<file path="config.mk">
export PLATFORM = sky130hd
export DESIGN_NAME = uart_tx_arbiter
export DESIGN_NICKNAME = d
export VERILOG_FILES = /design/src/rtl/uart_pkg.sv /design/src/rtl/uart_rr_picker.sv /design/src/rtl/uart_tx_arbiter.sv
export SDC_FILE = /design/constraint.sdc
export NUM_CORES = 1
export LEC_CHECK = 0
export ABC_AREA = 0
export CELL_PAD_IN_SITES_DETAIL_PLACEMENT = 1
export CELL_PAD_IN_SITES_GLOBAL_PLACEMENT = 2
export CORE_MARGIN = 3
export CORE_UTILIZATION = 31
export DETAILED_ROUTE_END_ITERATION = 8
export PLACE_DENSITY_LB_ADDON = 0.1
export SETUP_SLACK_MARGIN = 0.05
export SLEW_MARGIN = 30
export SYNTH_ARGS = -nofsm -noshare
export SYNTH_HDL_FRONTEND = slang
export SYNTH_HIERARCHICAL = 1
export SYNTH_SLANG_ARGS = --single-unit
</file>
<file path="constraint.sdc">
create_clock -name i_clk -period 7.78 [get_ports i_clk]
set_input_delay 2.334 -clock i_clk [delete_from_list [all_inputs] [get_ports i_clk]]
set_output_delay 2.334 -clock i_clk [all_outputs]
set_load 0.005 [all_outputs]
</file>
<file path="src/rtl/uart_pkg.sv">
// Shared UART subsystem types and limits.
// Used by the TX arbiter and its round-robin picker.
package uart_pkg;

   typedef enum logic [1:0] {
      IDLE,
      LAUNCH,
      WAIT_DONE
   } uart_arb_state_t;

   localparam int UART_ARB_MAX_REQ = 16;

endpackage

</file>
<file path="src/rtl/uart_rr_picker.sv">
// Rotate-priority search over a valid vector.
// Returns the first set bit at or above rr_ptr, wrapping.
import uart_pkg::*;

module uart_rr_picker #(
   parameter int NUM_REQ = 4,
   parameter int IDX_W   = $clog2(NUM_REQ)
) (
   input  logic [NUM_REQ-1:0] valid,
   input  logic [IDX_W-1:0]   rr_ptr,
   output logic               found,
   output logic [IDX_W-1:0]   winner,
   output logic [NUM_REQ-1:0] grant
);

   localparam logic [IDX_W:0] N_W = (IDX_W+1)'(NUM_REQ);

   // Walk offsets 0..NUM_REQ-1 from rr_ptr; first hit wins.
   always_comb begin
      found  = 1'b0;
      winner = '0;
      for (int i = 0; i < NUM_REQ; i++) begin
         logic [IDX_W:0] pos;
         pos = {1'b0, rr_ptr} + (IDX_W+1)'(i);
         if (pos >= N_W) pos = pos - N_W;
         if (!found && valid[pos[IDX_W-1:0]]) begin
            found  = 1'b1;
            winner = pos[IDX_W-1:0];
         end
      end
   end

   // One-hot view of the winner, empty when nothing is valid.
   always_comb begin
      grant = '0;
      if (found) grant[winner] = 1'b1;
   end

endmodule

</file>
<file path="src/rtl/uart_tx_arbiter.sv">
// Round-robin arbiter sharing one uart_tx between requesters.
// Optional CTS hold in LAUNCH: define UART_TX_ARBITER_CTS_EN.
import uart_pkg::*;

module uart_tx_arbiter #(
   parameter int NUM_REQ = 4,
   parameter int IDX_W   = $clog2(NUM_REQ)
) (
   input  logic                 i_clk,
   input  logic                 i_nrst,
   input  logic [NUM_REQ-1:0]   i_req_valid,
   input  logic [NUM_REQ*8-1:0] i_req_data,
   output logic [NUM_REQ-1:0]   o_req_ready,
   output logic                 o_tx_start,
   output logic [7:0]           o_tx_word,
   input  logic                 i_tx_done,
`ifdef UART_TX_ARBITER_CTS_EN
   input  logic                 i_hw_flow_control_enable,
   input  logic                 i_cts_n,
`endif
   input  logic [31:0]          i_timeout,
   input  logic                 i_err_clr,
   output logic                 o_busy,
   output logic [IDX_W-1:0]     o_grant_id,
   output logic                 o_xfer_done,
   output logic                 o_timeout_err,
   output logic                 o_timeout_sticky
);

   uart_arb_state_t    state;
   logic [IDX_W-1:0]   rr_ptr;
   logic [31:0]        wdog;
   logic               pick_found;
   logic [IDX_W-1:0]   pick_idx;
   logic [NUM_REQ-1:0] pick_grant;
   logic [IDX_W-1:0]   next_ptr;
   logic               hold;
   logic               wd_on;
   logic               wd_exp;

   uart_rr_picker #(
      .NUM_REQ (NUM_REQ),
      .IDX_W   (IDX_W)
   ) u_picker (
      .valid  (i_req_valid),
      .rr_ptr (rr_ptr),
      .found  (pick_found),
      .winner (pick_idx),
      .grant  (pick_grant)
   );

`ifdef UART_TX_ARBITER_CTS_EN
   assign hold = i_hw_flow_control_enable & i_cts_n;
`else
   assign hold = 1'b0;
`endif

   assign wd_on  = (i_timeout != 32'd0);
   assign wd_exp = wd_on && (wdog <= 32'd1);

   assign next_ptr = (o_grant_id == IDX_W'(NUM_REQ-1))
                   ? '0 : o_grant_id + 1'b1;

   assign o_req_ready = (state == IDLE && i_nrst)
                      ? pick_grant : '0;
   assign o_tx_start  = (state == LAUNCH) && !hold;
   assign o_busy      = (state != IDLE);

   // Transfer sequencer: accept, launch, wait for done or watchdog.
   always_ff @(posedge i_clk or negedge i_nrst) begin
      if (!i_nrst) begin
         state            <= IDLE;
         rr_ptr           <= '0;
         wdog             <= '0;
         o_tx_word        <= '0;
         o_grant_id       <= '0;
         o_xfer_done      <= 1'b0;
         o_timeout_err    <= 1'b0;
         o_timeout_sticky <= 1'b0;
      end else begin
         o_xfer_done   <= 1'b0;
         o_timeout_err <= 1'b0;
         if (i_err_clr) o_timeout_sticky <= 1'b0;
         unique case (state)
            IDLE: begin
               if (pick_found) begin
                  o_tx_word  <= i_req_data[{pick_idx, 3'b000} +: 8];
                  o_grant_id <= pick_idx;
                  wdog       <= i_timeout;
                  state      <= LAUNCH;
               end
            end
            LAUNCH: begin
               if (hold) begin
                  if (wd_exp) begin
                     o_timeout_err    <= 1'b1;
                     o_timeout_sticky <= 1'b1;
                     rr_ptr           <= next_ptr;
                     state            <= IDLE;
                  end else if (wd_on) begin
                     wdog <= wdog - 32'd1;
                  end
               end else begin
                  state <= WAIT_DONE;
                  if (wd_on && wdog != 32'd0) wdog <= wdog - 32'd1;
               end
            end
            WAIT_DONE: begin
               if (i_tx_done) begin
                  o_xfer_done <= 1'b1;
                  rr_ptr      <= next_ptr;
                  state       <= IDLE;
               end else if (wd_exp) begin
                  o_timeout_err    <= 1'b1;
                  o_timeout_sticky <= 1'b1;
                  rr_ptr           <= next_ptr;
                  state            <= IDLE;
               end else if (wd_on) begin
                  wdog <= wdog - 32'd1;
               end
            end
            default: state <= IDLE;
         endcase
      end
   end

endmodule

</file>
==> results.yml <==
synth:
  synthCells: 407
  synth-seq-area-share_pct: 34.6
  synth_top_area_cell: "dfrtp_1"
  ys_seq_elements: 49
  synth.area.top_cells: "dfrtp_1 (35%), mux4_2 (5.1%), nand2_1 (4.3%)"
  yosysUniqueCellTypes: 61
  synth.mux.area_fraction_pct: 10.5
  synth_nets: 487
  synthSimpleGateAreaFrac_pct: 24.6
  async_flop_share_pct: 100
  synth_top_family_by_area: "simple AND/OR/NAND/NOR gates"
  ys_warn_count: 6
  synth_edf_count: 0
  synth-xor-area-share_pct: 0
  syn_area_sq_um: 3550
  syn_area_per_cell_sq_um: 8.71
  synth_compound_area_share_pct: 22.3
  synth_top_area_share_pct: 34.6
  synthAdderAreaFrac_pct: 2.82
  yosys_most_used_dff: "dfrtp_1"
flow_run:
  drv_cap: 0
timing:
  fin_tns_setup_ns: 0
  finClkSkew_ns: 0.0149
  fmax_mhz: 155
  slew_violations: 0
  relSlewSlack_pct: 46.5
  worst_slew_pin_slew_ns: 0.794
  rsz0062_at_grt: "false"
  finalHoldViolCount: 0
  fin_crit_ns: 6.46
  period_share_pct: 83.1
  setup_viol: 0
global_route:
  grt_antenna_before_repair: 0
  grt_max_degree: 68
  grt_usage_pct: 18.5
  grt_pass1_wl_microns: 19200
  grt.overflow.total: 0
  grt_pass1_vias: 3636
clocking:
  clockBufferDepth: 2
  cts-root-buf: "clkbuf_16"
  cts_tree: "yes"
  hold_buffers: 0
  cts_buffers: 5
  clock-sinks: 49
  post-cts-setup-buffers: 0
  cts_resized: 0
  insertion_delay_ns: 0.30
  clk_pin_slew_ns: 0.07
  ctsHtreeMaxLevel: 2
die:
  rows: 38
  dieWidth_microns: 113
  dieArea_sq_um: 12800
  initial_core_util_pct: 32.1
  core_sq_um: 11000
  ios: 91
  die_h_microns: 113
cells_and_area:
  drive_gt1_share_pct: 11.4
  n_antenna_cell: 0
  final_cell_mix: "clkdlybuf4s50_1 (89), dfrtp_1 (49), nand2_1 (41)"
  nets: 561
  seq_area_sq_um: 1230
  mostFrequentLayoutCell: "clkdlybuf4s50_1"
  fin_cells: 622
  multi_input_area_sq_um: 2180
  area_growth_pct: 33.3
  n_fill_cell: 1320
routing:
  wl_met3_microns: 634
  drc: 0
  dr_wl_met2_microns: 5790
  met1_length_microns: 5200
  vias_per_cell: 5.73
  wl_microns: 11800
  wl_per_cell_microns: 18.9
  ant_nets: 0
  drtIter0Drc: 128
  drt-pass1-iter-count: 4
  num_vias: 3567
  dr.max_layer_used: "met4"
worst_hold_path:
  hold_class: "reg2reg"
  hold_start: "o_timeout_sticky$_DFF_PN0_"
worst_setup_path:
  cp_max_fo: 8
  crit_buf_inv: 2
  crit_top_cell: "clkdlybuf4s50_1"
  r2r-start: "wdog[0]$_DFFE_PN0P_"
  startpoint: "i_req_valid[2]"
  crit_required_ns: 5.45
  startpoint_type: "input pin"
  cpLargestDelayFamily: "buffers and inverters"
  path_cells: "clkdlybuf4s50_1, nand2b_1, a311oi_1, nor2_1, and3_1, clkdlybuf4s50_1"
  cp-end-kind: "primary output"
  critical_path.max_stage_delay_ns: 0.62
  worst_path_max_delay_cell: "clkdlybuf4s50_1"
  cp.arrival_ns: 4.13
  setup.worst_path.class: "in2out"
place:
  dpl.hpwl_microns: 8760
  place_congestion: 0.784
  portBuffers: 90
  placedCellCount: 614
outcome:
  status: "completed"
pwr:
  p_leak_nw: 1.84
  ir_drop_mv: 0.165
  powerDensity_nw_per_um2: 367
==> cells by family after synthesis <==
kind of cell	count (synthesis)
simple gates	163
compound gates	116
flops	49
mux	25
buf+inv	46
fa+ha+maj	8
==> metal layers <==
metal	vias up	GRT usage, %
met4	0	4.33
met1	1780	23.8
met5	-	0
met2	87	32.0
li1	1692	-
met3	8	3.53
==> layout make-up <==
class	count	area share, %
multi-input cells	312	46.0
clock inverters	2	0.291
clock buffers	6	2.94
inverters	19	1.51
well taps	140	3.71
flip-flops and latches	49	25.9
repair buffers	94	19.6
==> sequential cells by signal, indices dropped and copies added, names as in the netlist <==
signal	cells
o_timeout_sticky	1
state	2
rr_ptr	2
o_xfer_done	1
wdog	32
o_timeout_err	1
o_grant_id	2
o_tx_word	8
==> worst reg2reg max path: cells and delay by family (launching register included) <==
family,cells,cell delay [ns]
AND/OR/NAND/NOR,5,1.85
flip-flops,1,0.44
multiplexers,1,0.36
adder cells (fa/ha/maj),1,0.22
buffers and inverters,1,0.10
==> stage by stage <==
| step | util (%) | instance area (sq um) | worst slack [ns] | power [mW] | hold slack [ns] |
|---|---|---|---|---|---|
| floorplan | - | 3550 | 2.44 | 1.19 | 0.458 |
| global placement | 41.2 | 4550 | 1.45 | 1.48 | 0.458 |
| detailed placement | 41.3 | 4560 | 1.35 | 1.52 | 0.466 |
| CTS | 42.7 | 4710 | 1.34 | 1.76 | 0.482 |
| global route | 42.9 | 4730 | 1.23 | 1.90 | 0.528 |
| finish | 42.9 | 4730 | 1.32 | 1.74 | 0.475 |
==> where the power goes <==
part           internal, mW  switching (mW)  total [mW]
Combinational         0.450           0.515       0.966
Sequential            0.385           0.159       0.544
Clock                 0.128          0.0984       0.226
Total                 0.963           0.772        1.74
==> synth_stat cells, types with 2 or more instances <==
master / n
dfrtp_1: 49
nand2_1: 41
a21oi_1: 24
nor2_1: 24
clkbuf_1: 22
a31oi_1: 19
inv_1: 19
nor4_1: 18
o21ai_0: 15
nor3_1: 14
mux2_2: 13
nand4_1: 10
o22ai_1: 9
ha_1: 8
mux4_2: 8
nand3_1: 8
and3_1: 7
or3_1: 7
a211oi_1: 6
nand2b_1: 6
a21o_1: 5
nor2b_1: 5
o21a_1: 5
or4_1: 5
a211o_1: 4
o31ai_1: 4
and4_1: 3
mux2i_1: 3
o21ai_1: 3
o32ai_1: 3
or4_4: 3
a311oi_1: 2
and2_1: 2
buf_1: 2
nand3b_1: 2
o211ai_1: 2
or2_1: 2
or2_2: 2
==> final timing paths <==
check	endpoint	slack, ns	cells past startpoint
worst max-delay path	o_req_ready[0]	1.32	6
worst min-delay path	o_timeout_sticky$_DFF_PN0_	0.48	1
worst max register to register	wdog[29]$_DFFE_PN0P_	4.68	8
worst min register to register	o_timeout_sticky$_DFF_PN0_	0.48	1
max in group asynchronous	wdog[29]$_DFFE_PN0P_	4.98	2
min in group asynchronous	o_timeout_err$_DFF_PN0_	1.98	1
(Power assumes the default switching activity.)
